## config.mk

```make
export PLATFORM = sky130hd
export DESIGN_NAME = rx_frame_flat
export DESIGN_NICKNAME = d
export VERILOG_FILES = /design/src/rtl/uart_pkg.sv /design/src/rtl/rx_frame_if.sv /design/src/rtl/sync_2ff.sv /design/src/rtl/rx_frame.sv /design/src/flat_wrapper.sv
export SDC_FILE = /design/constraint.sdc
export NUM_CORES = 1
export LEC_CHECK = 0
export BUFFER_PORTS_ARGS = -buffer_cell sky130_fd_sc_hd__clkbuf_2
export CAP_MARGIN = 20
export CELL_PAD_IN_SITES_DETAIL_PLACEMENT = 1
export CELL_PAD_IN_SITES_GLOBAL_PLACEMENT = 2
export CORE_MARGIN = 2
export CORE_UTILIZATION = 32
export DETAILED_ROUTE_END_ITERATION = 6
export PLACE_DENSITY = 0.81
export SETUP_SLACK_MARGIN = 0.5
export SYNTH_ARGS = -nofsm -noshare
export SYNTH_HDL_FRONTEND = slang
export SYNTH_HIERARCHICAL = 1
export SYNTH_SLANG_ARGS = --single-unit
```

## constraint.sdc

```tcl
create_clock -name clk -period 1.5 [get_ports clk]
set_input_delay 0.45 -clock clk [delete_from_list [all_inputs] [get_ports clk]]
set_output_delay 0.45 -clock clk [all_outputs]
set_load 0.05 [all_outputs]
```

## src/rtl/uart_pkg.sv

```systemverilog
// Shared UART definitions: receiver state encoding and default frame geometry,
// common to the receive and transmit sides.
package uart_pkg;

    localparam int DEFAULT_DATA_BITS  = 8;
    localparam int DEFAULT_OVERSAMPLE = 16;

    typedef enum logic [2:0] {
        ST_IDLE,
        ST_START,
        ST_DATA,
        ST_STOP,
        ST_WAIT_HIGH
    } uart_state_e;

endpackage

```

## src/rtl/rx_frame_if.sv

```systemverilog
// Receiver-side signal bundle: tick enable and serial line in, character and
// status pulses out. The master drives the line; the slave is the receiver.
interface rx_frame_if
    import uart_pkg::*;
#(
    parameter int DATA_BITS = DEFAULT_DATA_BITS
) ();

    logic                 bclk;
    logic                 rxd;
    logic [DATA_BITS-1:0] dout;
    logic                 rx_rdy;
    logic                 frame_err;
    logic                 busy;

    modport master (
        output bclk, rxd,
        input  dout, rx_rdy, frame_err, busy
    );

    modport slave (
        input  bclk, rxd,
        output dout, rx_rdy, frame_err, busy
    );

endinterface

```

## src/rtl/sync_2ff.sv

```systemverilog
// Two-flop synchronizer for a single asynchronous input. RESET_VAL sets what
// both flops hold in reset so the output matches the line's idle level.
module sync_2ff #(
    parameter logic RESET_VAL = 1'b1
) (
    input  logic clk,
    input  logic rst,
    input  logic d_i,
    output logic q_o
);

    logic meta_q;
    logic sync_q;

    // NOTE: non-blocking assignments make both flops sample the pre-edge value,
    // so d_i really takes two clocks to reach q_o.
    always_ff @(posedge clk) begin
        if (!rst) begin
            meta_q <= RESET_VAL;
            sync_q <= RESET_VAL;
        end else begin
            meta_q <= d_i;
            sync_q <= meta_q;
        end
    end

    assign q_o = sync_q;

endmodule

```

## src/rtl/rx_frame.sv

```systemverilog
// Oversampling asynchronous serial receiver (start, DATA_BITS data LSB-first,
// one stop bit). All state advances only on bclk ticks.
module rx_frame
    import uart_pkg::*;
#(
    parameter int DATA_BITS  = DEFAULT_DATA_BITS,
    parameter int OVERSAMPLE = DEFAULT_OVERSAMPLE
) (
    input logic       clk,
    input logic       rst,
    rx_frame_if.slave bus
);

    localparam int TICK_W = $clog2(OVERSAMPLE);
    localparam int BIT_W  = $clog2(DATA_BITS + 1);

    localparam logic [TICK_W-1:0] TICK_MID  = TICK_W'(OVERSAMPLE / 2 - 1);
    localparam logic [TICK_W-1:0] TICK_LAST = TICK_W'(OVERSAMPLE - 1);
    localparam logic [BIT_W-1:0]  BIT_FULL  = BIT_W'(DATA_BITS);

    uart_state_e          state_q, state_d;
    logic [TICK_W-1:0]    tick_q, tick_d;
    logic [BIT_W-1:0]     bit_q, bit_d;
    logic [BIT_W-1:0]     bit_next;
    logic [DATA_BITS-1:0] shift_q, shift_d;
    logic [DATA_BITS-1:0] dout_q, dout_d;
    logic                 rx_rdy_q, rx_rdy_d;
    logic                 frame_err_q, frame_err_d;
    logic                 rxs;

    sync_2ff #(
        .RESET_VAL (1'b1)
    ) u_sync_rxd (
        .clk (clk),
        .rst (rst),
        .d_i (bus.rxd),
        .q_o (rxs)
    );

    always_ff @(posedge clk) begin
        if (!rst) begin
            state_q     <= ST_IDLE;
            tick_q      <= '0;
            bit_q       <= '0;
            shift_q     <= '0;
            dout_q      <= '0;
            rx_rdy_q    <= 1'b0;
            frame_err_q <= 1'b0;
        end else begin
            state_q     <= state_d;
            tick_q      <= tick_d;
            bit_q       <= bit_d;
            shift_q     <= shift_d;
            dout_q      <= dout_d;
            rx_rdy_q    <= rx_rdy_d;
            frame_err_q <= frame_err_d;
        end
    end

    assign bit_next = bit_q + 1'b1;

    // NOTE: every signal driven here gets a default first; a path that leaves
    // one unassigned would infer a latch instead of holding the register.
    always_comb begin
        state_d     = state_q;
        tick_d      = tick_q;
        bit_d       = bit_q;
        shift_d     = shift_q;
        dout_d      = dout_q;
        rx_rdy_d    = 1'b0;
        frame_err_d = 1'b0;

        if (bus.bclk) begin
            unique case (state_q)
                ST_IDLE: begin
                    if (!rxs) begin
                        state_d = ST_START;
                        tick_d  = '0;
                    end
                end
                ST_START: begin
                    // Re-check the line at mid start bit to reject glitches.
                    if (tick_q == TICK_MID) begin
                        if (rxs) begin
                            state_d = ST_IDLE;
                        end else begin
                            state_d = ST_DATA;
                            tick_d  = '0;
                            bit_d   = '0;
                        end
                    end else begin
                        tick_d = tick_q + 1'b1;
                    end
                end
                ST_DATA: begin
                    if (tick_q == TICK_LAST) begin
                        tick_d  = '0;
                        shift_d = {rxs, shift_q[DATA_BITS-1:1]};
                        bit_d   = bit_next;
                        if (bit_next == BIT_FULL) begin
                            state_d = ST_STOP;
                        end
                    end else begin
                        tick_d = tick_q + 1'b1;
                    end
                end
                ST_STOP: begin
                    if (tick_q == TICK_LAST) begin
                        tick_d = '0;
                        if (rxs) begin
                            dout_d   = shift_q;
                            rx_rdy_d = 1'b1;
                            state_d  = ST_IDLE;
                        end else begin
                            frame_err_d = 1'b1;
                            state_d     = ST_WAIT_HIGH;
                        end
                    end else begin
                        tick_d = tick_q + 1'b1;
                    end
                end
                ST_WAIT_HIGH: begin
                    // A held break reports once, then waits for the line to idle.
                    if (rxs) begin
                        state_d = ST_IDLE;
                    end
                end
                default: begin
                    state_d = ST_IDLE;
                end
            endcase
        end
    end

    assign bus.dout      = dout_q;
    assign bus.rx_rdy    = rx_rdy_q;
    assign bus.frame_err = frame_err_q;
    assign bus.busy      = (state_q != ST_IDLE);

endmodule

```

## src/flat_wrapper.sv

```systemverilog
// flat-port wrapper written by rule: the top's interface ports become plain ports
module rx_frame_flat import uart_pkg::*;
#(
    parameter int DATA_BITS  = DEFAULT_DATA_BITS,
    parameter int OVERSAMPLE = DEFAULT_OVERSAMPLE
)
  (clk, rst, bus_bclk, bus_rxd, bus_dout, bus_rx_rdy, bus_frame_err, bus_busy);
  rx_frame_if #(.DATA_BITS(DATA_BITS)) bus_i ();
  input logic clk;
  input logic rst;
  input wire logic [$bits(bus_i.bclk)-1:0] bus_bclk;
  input wire logic [$bits(bus_i.rxd)-1:0] bus_rxd;
  output wire logic [$bits(bus_i.dout)-1:0] bus_dout;
  output wire logic [$bits(bus_i.rx_rdy)-1:0] bus_rx_rdy;
  output wire logic [$bits(bus_i.frame_err)-1:0] bus_frame_err;
  output wire logic [$bits(bus_i.busy)-1:0] bus_busy;
  assign bus_i.bclk = bus_bclk;
  assign bus_i.rxd = bus_rxd;
  assign bus_dout = bus_i.dout;
  assign bus_rx_rdy = bus_i.rx_rdy;
  assign bus_frame_err = bus_i.frame_err;
  assign bus_busy = bus_i.busy;
  rx_frame #(.DATA_BITS(DATA_BITS), .OVERSAMPLE(OVERSAMPLE)) u_core (.clk(clk), .rst(rst), .bus(bus_i));
endmodule
```

==> flow_summary.yaml <==
place:
  dpl_cell_area_um2: 1680
  pre_cts_ws_ns: -0.0970
  dpl.cell_count: 217
  gp_congestion: 0.795
  io_buffers: 14
  hpwl_mm: 2.41
critical_path:
  critPathKind: "register to register"
  slowest_stage: "or4b_4"
  critPathRequiredTime_ns: 1.66
  arrival_ns: 1.80
  crit_chain: "buf_4 > or4b_4 > a21o_1 > mux2i_1 > nor2_1"
  worstPathMaxFanout: 7
  crit_path_start_kind: "register"
  end_kind: "register"
  slowest_delay_ns: 0.49
die:
  ioPinCount: 15
  fp.dieArea_um2: 4830
  die_x_um: 69.5
  rows: 23
  initial_utilization: 0.338
  core_um2: 4060
  die_h_um: 69.5
hold_path:
  min-delay-path-class: "primary input to register"
pwr:
  p_int_mw: 1.21
  p_leak_nw: 0.832
  p_sw_mw: 0.392
  p_sw_frac: 0.245
  clkPwrFrac: 0.401
  p_comb_frac: 0.080
  power_mw: 1.60
  ir_drop_v: 0.000477
  pwr-share-seq: 0.519
  powerDensity_nw_per_um2: 735
sta:
  finalSetupViolations: 13
  clock.fmax_ghz: 0.609
  period_minus_slack_ns: 1.64
  slew_headroom: 0.733
  whs_ns: 0.346
  hold_viol_final: 0
  period_share: 1.09
  fin_skew_ns: 0.00857
  layout_setup_ws_ns: -0.141
  slew_viol_final: 0
  tightest_slew_ns: 0.391
  rsz0062_at_grt: "true"
  finalSetupTns_ns: -0.805
clock_network:
  holdBufCountCts: 0
  cts_root_buf: "clkbuf_8"
  numCtsBuffers: 5
  clockBufferDepth: 2
  cts_sinks: 31
  cts.htree.levels: 2
  cts_tree: "yes"
  clkLatencyLatePin_ns: 0.29
  clk_pin_slew_ns: 0.06
yosys:
  ys.flop_type: "dfxtp_1"
  syn_area_per_cell_um2: 9.67
  synth_seq_area_share: 0.452
  ys_warn_count: 6
  synth_cells: 142
  synth_edf_count: 0
  synth_cell_types: 39
  synth_top_area_cell: "dfxtp_1"
  syn-num-nets: 148
  yosysTopAreaCellShare: 0.452
  async_flop_share: 0
  synth.top_cells.by_area: "dfxtp_1 45%, mux2i_1 12%, nor2_1 5.5%"
  syn_area_um2: 1370
  ys_ff_latch: 31
finish:
  multi_input_area_um2: 838
  area_delta_synth_final_pct: 58.4
  nets: 194
  fin_cells: 239
  insertedDiodeCount: 0
  fillers: 439
  final_core_util: 0.536
  drive_above_1_share: 0.503
  final_area_um2: 2170
  register_area_um2: 656
routing:
  dr.pass1.iters: 4
  avgViaCountPerCell: 5.28
  wl_per_cell_um: 18.5
  ant_nets: 0
  wl_mm: 4.43
  drt_iter0_drc: 30
  drcViolationCount: 0
  vias: 1261
outcome:
  outcome: "finished with violations"
  violations: "setup timing"
global_route:
  grt_max_degree: 21
  grt_pass1_vias: 1411
  overflow: 0
  grtUsageTotal: 0.185
  grt_pass1_wl_mm: 7.11
  antenna_found_initial: 0
run:
  drv_cap: 0
repair_timing:
action                                 4_1_cts  5_1_grt
resized for setup                           51       14
pin swaps                                    6        3
setup endpoints to repair                   40       40
endpoints found under the hold margin        0        0
buffers inserted                             8        6
per-layer routing:
metal,up-vias,part of all wire,global-route usage
li1,590,-,-
met1,630,0.43,0.214
met2,29,0.51,0.308
met3,12,0.028,0.0494
met4,0,0.032,0.107
met5,-,0,0
sequential cells by signal, indices dropped and copies added (netlist names):
signal                    count
u_core/shift_q                8
u_core/u_sync_rxd/q_o         1
u_core/u_sync_rxd/meta_q      1
u_core/tick_q                 4
u_core/bus.rx_rdy             1
u_core/bit_q                  4
u_core/bus.frame_err          1
u_core/bus.dout               8
u_core/state_q                3
layout make-up:
cell class / instances / area share
Timing Repair Buffer: 46 / 0.242
Multi-Input combinational cell: 101 / 0.385
Sequential cell: 31 / 0.301
Tap cell: 50 / 0.0288
Inverter: 3 / 0.00518
Clock buffer: 7 / 0.0351
Clock inverter: 1 / 0.00230
synth_stat cells (3+ instances only):
library cell,instances
a21o_1,3
a21oi_1,9
dfxtp_1,31
mux2i_1,17
nand2_1,8
nand2b_1,4
nand3_1,3
nand3b_1,4
nor2_1,20
or3_1,4
power by group through the flow:
stage,registers [mW],logic (mW),clock network (mW)
floorplan,0.852,0.0608,0
global placement,0.856,0.0937,0
detailed placement,0.857,0.0965,0
CTS,0.829,0.121,0.643
global route,0.829,0.137,0.686
finish,0.829,0.128,0.641
worst paths after layout:
kind / from / endpoint / slack (ns) / depth (start not counted)
min: bus_rxd / u_core/u_sync_rxd/meta_q$_SDFF_PN1_ / 0.35 / 2
min reg2reg: u_core/u_sync_rxd/meta_q$_SDFF_PN1_ / u_core/u_sync_rxd/q_o$_SDFF_PN1_ / 0.42 / 1
max: u_core/state_q[0]$_SDFFE_PN0P_ / u_core/bit_q[0]$_SDFFE_PN0P_ / -0.14 / 5
max reg2reg: u_core/state_q[0]$_SDFFE_PN0P_ / u_core/bit_q[0]$_SDFFE_PN0P_ / -0.14 / 5
cells in the final DEF, fill, tap and decap left out, drive strengths merged, types with 2 or more instances in the layout:
cell type,synthesis,layout
and2,2,2
a21oi,9,9
a21o,3,3
buf,5,36
clkbuf,2,17
nand2,8,8
nand3,3,3
nand3b,4,4
ha,2,2
nor2,20,20
mux2i,17,17
o21ai,4,4
nor3,3,3
dfxtp,31,31
inv,2,2
nand2b,4,4
clkinv,1,2
xor2,2,2
or4b,2,2
or3,4,4
cell families (layout without fill, tap and decap cells):
logic type,Yosys count,after routing,synth area share
flip-flops,31,31,0.452
AO/OA/AOI/OAI,24,24,0.114
XOR/XNOR,3,3,0.0191
multiplexers,18,18,0.132
buffers and inverters,10,57,0.0401
adder cells (fa/ha/maj),2,2,0.0182
AND/OR/NAND/NOR,54,54,0.224
critical path, delay by kind of cell (launching register included):
family / cells / cell delay (ns)
AOI/OAI and AO/OA: 1 / 0.23
muxes: 1 / 0.20
DFF: 1 / 0.34
buffers and inverters: 1 / 0.17
and+or+nand+nor: 2 / 0.57
Note: power is estimated with default switching activity, not from simulation.
